--- src/rtl/laser_detect_multi.sv ---
// ---------------------------------------------------------------------------
// laser_detect_multi
//
// Multi-channel debounced laser tripwire detector. Each channel classifies
// its light-sensor sample against a "beam present" window
// [THRESH_LO, THRESH_HI]. A channel trips only after DEBOUNCE consecutive
// out-of-window samples. It clears only after DEBOUNCE consecutive in-window
// samples.
//
// Optional feature (macro LASER_TRIP_COUNT_EN): per-channel saturating trip
// counters on trip_count, zeroed by count_clear.
//
// Ports:
//   clk             system clock
//   rst             asynchronous active-high reset
//   sample_valid    all channels carry a new sample this cycle
//   light_sensor    packed samples, channel i at [i*SAMPLE_W +: SAMPLE_W]
//   alarm_clear     per-channel clear of alarm_latched
//   count_clear     (LASER_TRIP_COUNT_EN only) zero all trip counters
//   trip_count      (LASER_TRIP_COUNT_EN only) NUM_CH x CNT_W trip counters
//   laser_triggered debounced live status, 1 = beam broken
//   trip_event      one-cycle pulse on each debounced trip
//   alarm_latched   sticky trip indication
//   any_triggered   OR of laser_triggered
// ---------------------------------------------------------------------------
module laser_detect_multi #(
    parameter int NUM_CH    = 4,
    parameter int SAMPLE_W  = 13,
    parameter int THRESH_LO = 4000,
    parameter int THRESH_HI = 4999,
    parameter int DEBOUNCE  = 3,
    parameter int CNT_W     = 8
) (
    input  logic                       clk,
    input  logic                       rst,
    input  logic                       sample_valid,
    input  logic [NUM_CH*SAMPLE_W-1:0] light_sensor,
    input  logic [NUM_CH-1:0]          alarm_clear,
`ifdef LASER_TRIP_COUNT_EN
    input  logic                       count_clear,
    output logic [NUM_CH*CNT_W-1:0]    trip_count,
`endif
    output logic [NUM_CH-1:0]          laser_triggered,
    output logic [NUM_CH-1:0]          trip_event,
    output logic [NUM_CH-1:0]          alarm_latched,
    output logic                       any_triggered
);

    typedef enum logic [1:0] {
        S_IDLE      = 2'd0,
        S_PEND_TRIP = 2'd1,
        S_TRIPPED   = 2'd2,
        S_PEND_CLR  = 2'd3
    } state_t;

    localparam logic [7:0]          DB = 8'(DEBOUNCE);
    localparam logic [SAMPLE_W-1:0] LO = SAMPLE_W'(THRESH_LO);
    localparam logic [SAMPLE_W-1:0] HI = SAMPLE_W'(THRESH_HI);

    // Elaboration-time guard against out-of-range configuration.
    if ((NUM_CH < 1) || (NUM_CH > 16) || (DEBOUNCE < 1) || (DEBOUNCE > 255) || (CNT_W < 1)) begin : g_bad_param
        $error("laser_detect_multi: parameter out of range");
    end

    // Next-state "beam broken" per channel, used for the registered summary.
    logic [NUM_CH-1:0] trig_next;
    logic              any_reg;

    genvar gi;
    for (gi = 0; gi < NUM_CH; gi++) begin : g_ch
        state_t              state_reg, state_next;
        logic [7:0]          cnt_reg, cnt_next, cnt_inc;
        logic                trip_next;
        logic                triggered_reg, trip_reg, alarm_reg;
        logic [SAMPLE_W-1:0] sample;
        logic                in_win;

        assign sample  = light_sensor[gi*SAMPLE_W +: SAMPLE_W];
        assign in_win  = (sample >= LO) && (sample <= HI);
        assign cnt_inc = cnt_reg + 8'd1;

        always_comb begin
            state_next = state_reg;
            cnt_next   = cnt_reg;
            trip_next  = 1'b0;
            if (sample_valid) begin
                case (state_reg)
                    S_IDLE: begin
                        if (!in_win) begin
                            cnt_next = 8'd1;
                            if (DB == 8'd1) begin
                                state_next = S_TRIPPED;
                                trip_next  = 1'b1;
                            end else begin
                                state_next = S_PEND_TRIP;
                            end
                        end else begin
                            cnt_next = 8'd0;
                        end
                    end
                    S_PEND_TRIP: begin
                        if (!in_win) begin
                            cnt_next = cnt_inc;
                            if (cnt_inc >= DB) begin
                                state_next = S_TRIPPED;
                                trip_next  = 1'b1;
                            end
                        end else begin
                            state_next = S_IDLE;
                            cnt_next   = 8'd0;
                        end
                    end
                    S_TRIPPED: begin
                        if (in_win) begin
                            cnt_next   = 8'd1;
                            state_next = (DB == 8'd1) ? S_IDLE : S_PEND_CLR;
                        end else begin
                            cnt_next = 8'd0;
                        end
                    end
                    S_PEND_CLR: begin
                        if (in_win) begin
                            cnt_next = cnt_inc;
                            if (cnt_inc >= DB) begin
                                state_next = S_IDLE;
                            end
                        end else begin
                            // Falling back to TRIPPED is not a new trip: no pulse.
                            state_next = S_TRIPPED;
                            cnt_next   = 8'd0;
                        end
                    end
                    default: begin
                        state_next = S_IDLE;
                        cnt_next   = 8'd0;
                    end
                endcase
            end
        end

        assign trig_next[gi] = (state_next == S_TRIPPED) || (state_next == S_PEND_CLR);

        always_ff @(posedge clk or posedge rst) begin
            if (rst) begin
                state_reg     <= S_IDLE;
                cnt_reg       <= 8'd0;
                triggered_reg <= 1'b0;
                trip_reg      <= 1'b0;
                alarm_reg     <= 1'b0;
            end else begin
                state_reg     <= state_next;
                cnt_reg       <= cnt_next;
                triggered_reg <= trig_next[gi];
                trip_reg      <= trip_next;
                // A trip in the same cycle as a clear takes priority.
                if (trip_next) begin
                    alarm_reg <= 1'b1;
                end else if (alarm_clear[gi]) begin
                    alarm_reg <= 1'b0;
                end
            end
        end

        assign laser_triggered[gi] = triggered_reg;
        assign trip_event[gi]      = trip_reg;
        assign alarm_latched[gi]   = alarm_reg;

`ifdef LASER_TRIP_COUNT_EN
        logic [CNT_W-1:0] count_reg;

        // Counts on the same edge that raises trip_event; clear wins.
        always_ff @(posedge clk or posedge rst) begin
            if (rst) begin
                count_reg <= '0;
            end else if (count_clear) begin
                count_reg <= '0;
            end else if (trip_next && (count_reg != {CNT_W{1'b1}})) begin
                count_reg <= count_reg + 1'b1;
            end
        end

        assign trip_count[gi*CNT_W +: CNT_W] = count_reg;
`endif
    end

    always_ff @(posedge clk or posedge rst) begin
        if (rst) begin
            any_reg <= 1'b0;
        end else begin
            any_reg <= |trig_next;
        end
    end

    assign any_triggered = any_reg;

endmodule

--- config.mk ---
export PLATFORM = sky130hd
export DESIGN_NAME = laser_detect_multi
export DESIGN_NICKNAME = d
export VERILOG_FILES = /design/src/rtl/laser_detect_multi.sv
export SDC_FILE = /design/constraint.sdc
export NUM_CORES = 1
export LEC_CHECK = 0
export CAP_MARGIN = 0
export CORE_MARGIN = 2
export CORE_UTILIZATION = 50
export DETAILED_ROUTE_END_ITERATION = 16
export GPL_TIMING_DRIVEN = 1
export PLACE_DENSITY = 0.8
export SLEW_MARGIN = 20
export SYNTH_ARGS = -nofsm -noshare
export SYNTH_HDL_FRONTEND = slang
export SYNTH_SLANG_ARGS = --single-unit
--- constraint.sdc ---
create_clock -name clk -period 2.6 [get_ports clk]
set_input_delay 0.52 -clock clk [delete_from_list [all_inputs] [get_ports clk]]
set_output_delay 0.52 -clock clk [all_outputs]
set_load 0.01 [all_outputs]
# Word level (Yosys, flattened, before mapping)
# Cells that the tools add are included.
# op_classes
add_sub_neg,4
n_mul,0
div,0
n_lt_le_gt_ge,12
eq_ne,20
shift,0
mux,76
bitwise,0
reduce_logical,17
# op_table
cell,n
$pmux 8 s4,4
$mux 8,8
$mux 2,28
$ge 13x12->1 const B,4
$le 13x13->1 const B,4
$add 8x1->8 const B,4
$eq 2x2->1 const B,16
$ge 8x2->1 const B,4
$mux 1,32
$pmux 2 s4,4
$eq 2x1->1 const B,4
$logic_not 2->1,4
$reduce_bool 2->1,4
$logic_and 1x1->1,4
$logic_or 1x1->1,4
$reduce_or 4->1,1
# word_totals
register_bits,53
latchBits,0
ram_bits,0
rom_bits,0
inputBits,59
elab_cells,150
memories,0

# Depth between registers and ports, before layout
# Gate-level depths: netlist of run 1.
# logic_depth
depth_word,9
depth_mapped,8
depth_no_buf,7

# Worst setup path after synthesis of run 1
# Ideal clock, no wire load.
# synth_path
path_type,reg-to-reg
start,register g_ch[3].cnt_reg[0]
end,"register any_reg, in the netlist any_triggered"
setup_ns,0.139
t_arrival_ns,2.158
slack_ns,0.304
path_stages_with_launch,8
path_buffers,0
path_cell_list,dfrtp_1 > ha_1 > and3_4 > nand3_2 > xor2_1 > a41o_1 > mux2_4 > or4_1
# synth_between
elab_chain_len,9
word_cells_on_any_way,12
# synth_lines
item,line,rtl
"start, declared",72,"logic [7:0] cnt_reg, cnt_next, cnt_inc;"
"start signal, assigned",152,cnt_reg <= cnt_next;
$add 8x1->8 *,80,assign cnt_inc = cnt_reg + 8'd1;
$ge 8x2->1 *,"104, 124",
"$mux 2, on equally long branches","124, 104",
"$mux 2, on equally long branches","122, 102",
$pmux 2 s4 *,87,case (state_reg)
$mux 2 *,86,if (sample_valid) begin
$eq 2x2->1,141,assign trig_next[gi] = (state_next == S_TRIPPED) || (state_next == S_PEND_CLR);
$logic_or 1x1->1 *,141,
net trig_next[3],66,logic [NUM_CH-1:0] trig_next;
$reduce_or 4->1 *,190,any_reg <= |trig_next;
"end signal, assigned",190,
"end, declared",67,logic any_reg;
# Mark *: on every way through the listed nets, which the timed path passes. The rest lies on a longest branch.
# A chain may end at the register's enable or synchronous reset.

# Final worst setup path of run 1
# layout_path
start,register g_ch[3].cnt_reg[1]
end,"register any_reg, in the netlist any_triggered"
# The elaborated chain is that of the path after synthesis.

==> flow_metrics.env, run 1 <==
export IMPL_place_detailed_hpwl_um=4862
export IMPL_postSynth_asyncResetShare_pct=100.0
export IMPL_synth_ff_type="dfrtp_1"
export IMPL_drc_errors=0
export IMPL_layout_core_utilization_pct=64.20
export IMPL_path_clk_slew_ns=0.10
export IMPL_clock_share_of_power_pct=21.3
export IMPL_final_fill_count=501
export IMPL_chipHeight_um=82.86
export IMPL_largest_register_ffs=32
export IMPL_ir_worst_vdd_v=0.0003278
export IMPL_placement_rows=28
export IMPL_unrepaired_setup_endpoints_after_global_routing="false"
export IMPL_fin_setup_tns_ns=0
export IMPL_clock_tree_buffer_depth=2
export IMPL_clock_fmax_mhz=413.2
export IMPL_layout_commonest_cell="clkdlybuf4s50_1"
export IMPL_wl_per_cell_um=14.10
export IMPL_grt_overflow_total=0
export IMPL_vias_per_cell=5.695
export IMPL_final_antenna_net_count=0
export IMPL_cts_sink_count=53
export IMPL_start_util_pct=52.21
export IMPL_max_slew_margin_pct=65.94
export IMPL_drt_initial_drc_count=149
export IMPL_track_usage_pct=19.99
export IMPL_dieWidth_um=82.86
export IMPL_synth_avg_cell_area_um2=9.254
export IMPL_share_comb_of_total_power_pct=29.9
export IMPL_floorplan_die_area_mm2=0.006865
export IMPL_grt_pass1_vias=2596
export IMPL_fraction_of_final_layout_cells_with_drive_strength_greater_than_1_pct=9.278
export IMPL_power_switching_w=0.0007289
export IMPL_power_leakage_nw=1.672
export IMPL_run_status="complete, no violations"
export IMPL_ys_seq_elements=53
export IMPL_worst_path_max_fanout=6
export IMPL_p_sw_share_pct=32.98
export IMPL_commonest_non_fill_non_tap_cells_in_the_layout="59 x clkdlybuf4s50_1, 53 x dfrtp_1, 29 x nand2_1"
export IMPL_synth_distinct_cells=50
export IMPL_max_cap_viol_count=0
export IMPL_final_period_utilization_pct=93.08
export IMPL_setup_worst_path_start_class="register"
export IMPL_finalWirelength_um=6529
export IMPL_report_final_setup_viol=0
export IMPL_drt_pass1_iterations=5
export IMPL_final_hold_viol_count=0
export IMPL_worst_pin_slew_ns=0.5101
export IMPL_cts_buffers=5
export IMPL_synthesis_area_mm2=0.003109
export IMPL_fp_coreArea_mm2=0.005956
export IMPL_worst_skew_pair_late_latency_ns=0.31
export IMPL_crit_arrival_ns=2.61
export IMPL_ctsRootBufferMaster="clkbuf_8"
export IMPL_setup_worst_path_class="register to register"
export IMPL_crit_path_end_kind="register"
export IMPL_io_pin_count=72
export IMPL_grt_pass1_wl_um=11580
export IMPL_synth_seq_area_share_pct=42.66
export IMPL_seq_power_share_pct=48.8
export IMPL_cellInternalPower_w=0.001481
export IMPL_ys_warnings_count=0
export IMPL_diodes_inserted=0
export IMPL_final_net_count=454
export IMPL_gp_congestion=0.8342
export IMPL_period_minus_slack_ns=2.420
export IMPL_syn_to_final_growth_pct=22.98
export IMPL_synthesis_instances=336
export IMPL_io_buffer_count=59
export IMPL_total_via_count_after_detailed_routing=2637
export IMPL_grt_max_degree=32
export IMPL_total_power_density_per_cell_area_mw_per_mm2=578.0
export IMPL_antenna_found_initial=0
export IMPL_synth_enable_flop_cells=0
export IMPL_h_tree_depth=2
export IMPL_class_of_the_tightest_hold_or_removal_check="register to register"
export IMPL_cp_data_required_time_ns=2.79
export IMPL_cts_resized=0
export IMPL_tritoncts="done"
export IMPL_clock_skew_final_ns=0.008082
export IMPL_mappedNetlistNets=403
export IMPL_slew_viols_final=0
==> worst paths after layout <==
kind / start / to / slack, ns / depth (start not counted)
worst max register to register: g_ch[3].cnt_reg[1] / any_triggered / 0.18 / 7
worst max-delay path: g_ch[3].cnt_reg[1] / any_triggered / 0.18 / 7
max in group asynchronous: rst / g_ch[1].alarm_reg / 1.51 / 3
min in group asynchronous: rst / g_ch[3].cnt_reg[7] / 0.55 / 2
worst min register to register: g_ch[1].alarm_reg / g_ch[1].alarm_reg / 0.49 / 1
worst min-delay path: g_ch[1].alarm_reg / g_ch[1].alarm_reg / 0.49 / 1
==> cells in the mapped netlist (6+ instances only) <==
cell	number	share of area, %
clkbuf_1	11	1.3
o211ai_1	7	1.7
nand2_1	29	3.5
nand2b_1	7	1.4
xor2_1	7	2.0
nand3_1	15	2.4
xnor2_1	6	1.7
a21oi_1	15	2.4
buf_4	13	3.1
o21ai_0	17	2.7
a22o_1	6	1.7
mux2_2	6	2.2
nor3_1	7	1.1
a31oi_1	23	4.6
and3_1	9	1.8
nor2_1	18	2.2
nor4_1	7	1.4
ha_1	8	3.2
dfrtp_1	53	43
inv_1	14	1.7
==> metrics by stage <==
step	power, W	setup slack, ns	instance area, um2	instances	hold WS, ns
after floorplan	0.001525	0.3040	3109	336	0.4544
after global placement	0.001719	0.1245	3730	454	0.4686
after detailed placement	0.001745	0.08105	3730	454	0.4719
after CTS	0.002221	0.1282	3816	462	0.4921
after global routing	0.002360	0.01853	3824	463	0.5078
final	0.002210	0.1798	3824	463	0.4853
==> worst max-delay path: stages, from the launching register on <==
cell and delay, ns:
dfrtp_1 0.42, ha_1 0.27, a21boi_0 0.22, a21oi_1 0.09
o21ai_0 0.24, a41o_1 0.25, mux2_4 0.31, or4_1 0.50
==> kinds of logic (layout without fill, tap and decap cells) <==
kind of cell / Yosys count / count (layout) / share of synthesized area [%]
buffers and inverters: 41 / 93 / 6.800
xor gates and xnor gates: 13 / 13 / 3.662
and+or+nand+nor: 116 / 116 / 19.64
AOI/OAI and AO/OA: 94 / 94 / 20.08
adders and majority gates: 8 / 8 / 3.219
muxes: 11 / 11 / 3.943
DFF: 53 / 53 / 42.66
==> power by group through the flow <==
stage	Sequential [W]	Combinational (W)	Clock, W
3_3_place_gp	0.00108	0.000640	0
3_5_place_dp	0.00109	0.000656	0
2_1_floorplan	0.00105	0.000480	0
4_1_cts	0.00108	0.000662	0.000483
5_1_grt	0.00110	0.000735	0.000525
6_report	0.00108	0.000662	0.000471
==> area by class of cell <==
cell class / instances / area [um2] / area share [%]
flip-flops and latches: 53 / 1326 / 34.69
well taps: 75 / 93.84 / 2.454
clock inverters: 2 / 13.76 / 0.3599
multi-input cells: 242 / 1572 / 41.10
repair buffers: 71 / 693.2 / 18.13
inverters: 14 / 52.55 / 1.374
clock buffers: 6 / 72.57 / 1.898
==> repair_timing <==
| action | in CTS | in global routing |
|---|---|---|
| setup endpoints to repair | 0 | 1 |
| hold buffers | 0 | 0 |
| setup buffers | 0 | 1 |
==> layer usage <==
| layer | global-route usage, % | up-vias | share of wire, % |
|---|---|---|---|
| li1 | - | 1322 | - |
| met1 | 25.13 | 1265 | 44 |
| met2 | 35.41 | 43 | 52 |
| met3 | 4.274 | 7 | 2.9 |
| met4 | 4.322 | 0 | 0.92 |
| met5 | 0 | - | 0 |
Power figures use the tool's default switching activity.
==> run 2: changes to the inputs <==
- RECOVER_POWER: not set -> 50
==> run 2 against run 1 <==
  * Setup slack about the same
  * Register-to-register slack barely moved
  * Combinational power is 1% lower
  * Die area unchanged
  * Largest power group unchanged
  * Hold slack is essentially flat
  * Power fell by 0.41%
  * Largest cell class unchanged
  * Non-clock buffer count unchanged
==> flow_metrics.env, run 2 (synthesis results as in run 1) <==
export IMPL_final_net_count=454
export IMPL_h_tree_depth=2
export IMPL_fin_setup_tns_ns=0
export IMPL_grt_pass1_vias=2596
export IMPL_diodes_inserted=0
export IMPL_postLayoutSetupSlackWorst_ns=0.1803
export IMPL_setup_worst_path_class="register to register"
export IMPL_final_period_utilization_pct=93.06
export IMPL_fin_worst_hold_slack_ns=0.4853
export IMPL_crit_arrival_ns=2.61
export IMPL_path_clk_slew_ns=0.10
export IMPL_final_antenna_net_count=0
export IMPL_drt_pass1_iterations=5
export IMPL_grt_max_degree=32
export IMPL_crit_path_start="g_ch[3].cnt_reg[1]"
export IMPL_fp_coreArea_mm2=0.005956
export IMPL_gp_congestion=0.8342
export IMPL_finalWirelength_um=6550
export IMPL_critical_path_max_stage_delay_ns=0.50
export IMPL_dr_max_layer_used="met4"
export IMPL_met3RoutedLength_um=200
export IMPL_grt_pass1_wl_um=11580
export IMPL_chipHeight_um=82.86
export IMPL_io_buffer_count=59
export IMPL_wl_per_cell_um=14.15
export IMPL_ctsRootBufferMaster="clkbuf_8"
export IMPL_power_leakage_nw=1.672
export IMPL_clock_tree_buffer_depth=2
export IMPL_worst_pin_slew_ns=0.8870
export IMPL_final_fill_count=503
export IMPL_layout_core_utilization_pct=63.95
export IMPL_total_power_density_per_cell_area_mw_per_mm2=577.9
export IMPL_commonest_non_fill_non_tap_cells_in_the_layout="53 x dfrtp_1, 52 x clkdlybuf4s50_1, 29 x nand2_1"
export IMPL_run_status="complete, no violations"
export IMPL_reg2reg_depth=7
export IMPL_class_of_the_tightest_hold_or_removal_check="register to register"
export IMPL_crit_path_top_delay_cell="or4_1"
export IMPL_post_cts_setup_buffer_count=0
export IMPL_period_minus_slack_ns=2.420
export IMPL_tritoncts="done"
export IMPL_clock_skew_final_ns=0.008013
export IMPL_floorplan_die_area_mm2=0.006865
export IMPL_dieWidth_um=82.86
export IMPL_max_slew_margin_pct=40.80
export IMPL_preCtsSetupSlack_ns=0.08105
export IMPL_worst_path_max_fanout=6
export IMPL_unrepaired_setup_endpoints_after_global_routing="false"
export IMPL_syn_to_final_growth_pct=22.49
export IMPL_largest_register_ffs=32
export IMPL_max_cap_viol_count=0
export IMPL_final_instance_count_excl_fill=463
export IMPL_fraction_of_final_layout_cells_with_drive_strength_greater_than_1_pct=9.021
export IMPL_io_pin_count=72
export IMPL_met2_wirelength_um=3384
export IMPL_antenna_found_initial=0
export IMPL_drc_errors=0
export IMPL_cp_data_required_time_ns=2.79
export IMPL_ir_worst_vdd_v=0.0003260
export IMPL_grt_overflow_total=0
export IMPL_setup_worst_path_start_class="register"
export IMPL_final_hold_viol_count=0
export IMPL_worst_skew_pair_late_latency_ns=0.31
export IMPL_clock_fmax_mhz=413.3
export IMPL_crit_path_end_kind="register"
export IMPL_report_final_setup_viol=0
export IMPL_worstReg2RegStart="g_ch[3].cnt_reg[1]"
export IMPL_endpoint="any_triggered"
export IMPL_placed_cells_incl_taps=454
export IMPL_slew_viols_final=0
export IMPL_placement_rows=28
export IMPL_cts_sink_count=53
export IMPL_regToRegSetupSlack_ns=0.18
export IMPL_m1WireLength_um=2918
export IMPL_ctsHoldBuffers=0
export IMPL_cts_resized=0
export IMPL_place_detailed_hpwl_um=4862
export IMPL_cts_buffers=5
export IMPL_layout_commonest_cell="dfrtp_1"
export IMPL_reg2reg_to="any_triggered"
export IMPL_drt_initial_drc_count=152
export IMPL_track_usage_pct=19.99
export IMPL_critical_path_cell_chain="ha_1, a21boi_0, a21oi_1, o21ai_0, a41o_1, mux2_4, or4_1"
export IMPL_total_via_count_after_detailed_routing=2638
export IMPL_start_util_pct=52.21
export IMPL_vias_per_cell=5.698
-- run 2: cell types whose count changed in the layout (fill, tap and decap cells not counted) --
cell,change
clkdlybuf4s50_1,-7
clkbuf_2,+1
buf_12,-1
inv_2,-1
dlygate4sd3_1,+7
inv_1,+1
-- run 2: worst min-delay path by stage --
| stage | start | end | cells after the start |
|---|---|---|---|
| finish | g_ch[1].alarm_reg | g_ch[1].alarm_reg | 1 |
| CTS | g_ch[1].alarm_reg | g_ch[1].alarm_reg | 1 |
| detailed placement | g_ch[1].alarm_reg | g_ch[1].alarm_reg | 1 |
| floorplan | g_ch[0].alarm_reg | g_ch[0].alarm_reg | 1 |
| global placement | g_ch[2].alarm_reg | g_ch[2].alarm_reg | 1 |
| global route | g_ch[1].alarm_reg | g_ch[1].alarm_reg | 1 |
-- run 2: per-stage QoR --
stage	power, W	cell area (um2)
4_1_cts	0.002221	3816
3_5_place_dp	0.001745	3730
6_report	0.002201	3809
2_1_floorplan	0.001525	3109
5_1_grt	0.002349	3809
3_3_place_gp	0.001719	3730
-- run 2: critical path, delay by kind of cell, from the launching register on --
kind                     cells  cell delay [ns]
multiplexers                 1             0.31
flip-flops                   1             0.42
adder cells (fa/ha/maj)      1             0.27
AND/OR/NAND/NOR              1             0.50
AO/OA/AOI/OAI                4             0.80
-- run 2: per-layer routing --
metal,up-vias,track usage [%]
met5,-,0
met4,0,4.322
met1,1271,25.13
met3,5,4.274
li1,1324,-
met2,38,35.41
-- run 2: cell type report --
class	instances	area [um2]	share of cell area, %
Sequential cell	53	1326	34.82
Multi-Input combinational cell	242	1572	41.26
Clock buffer	6	72.57	1.905
Timing Repair Buffer	71	678.2	17.81
Clock inverter	2	13.76	0.3614
Tap cell	75	93.84	2.464
Inverter	14	52.55	1.380
-- run 2: where the power goes --
group	internal (W)	switching, W
clock network	0.000193	0.000279
logic	0.000331	0.000323
registers	0.000948	0.000128
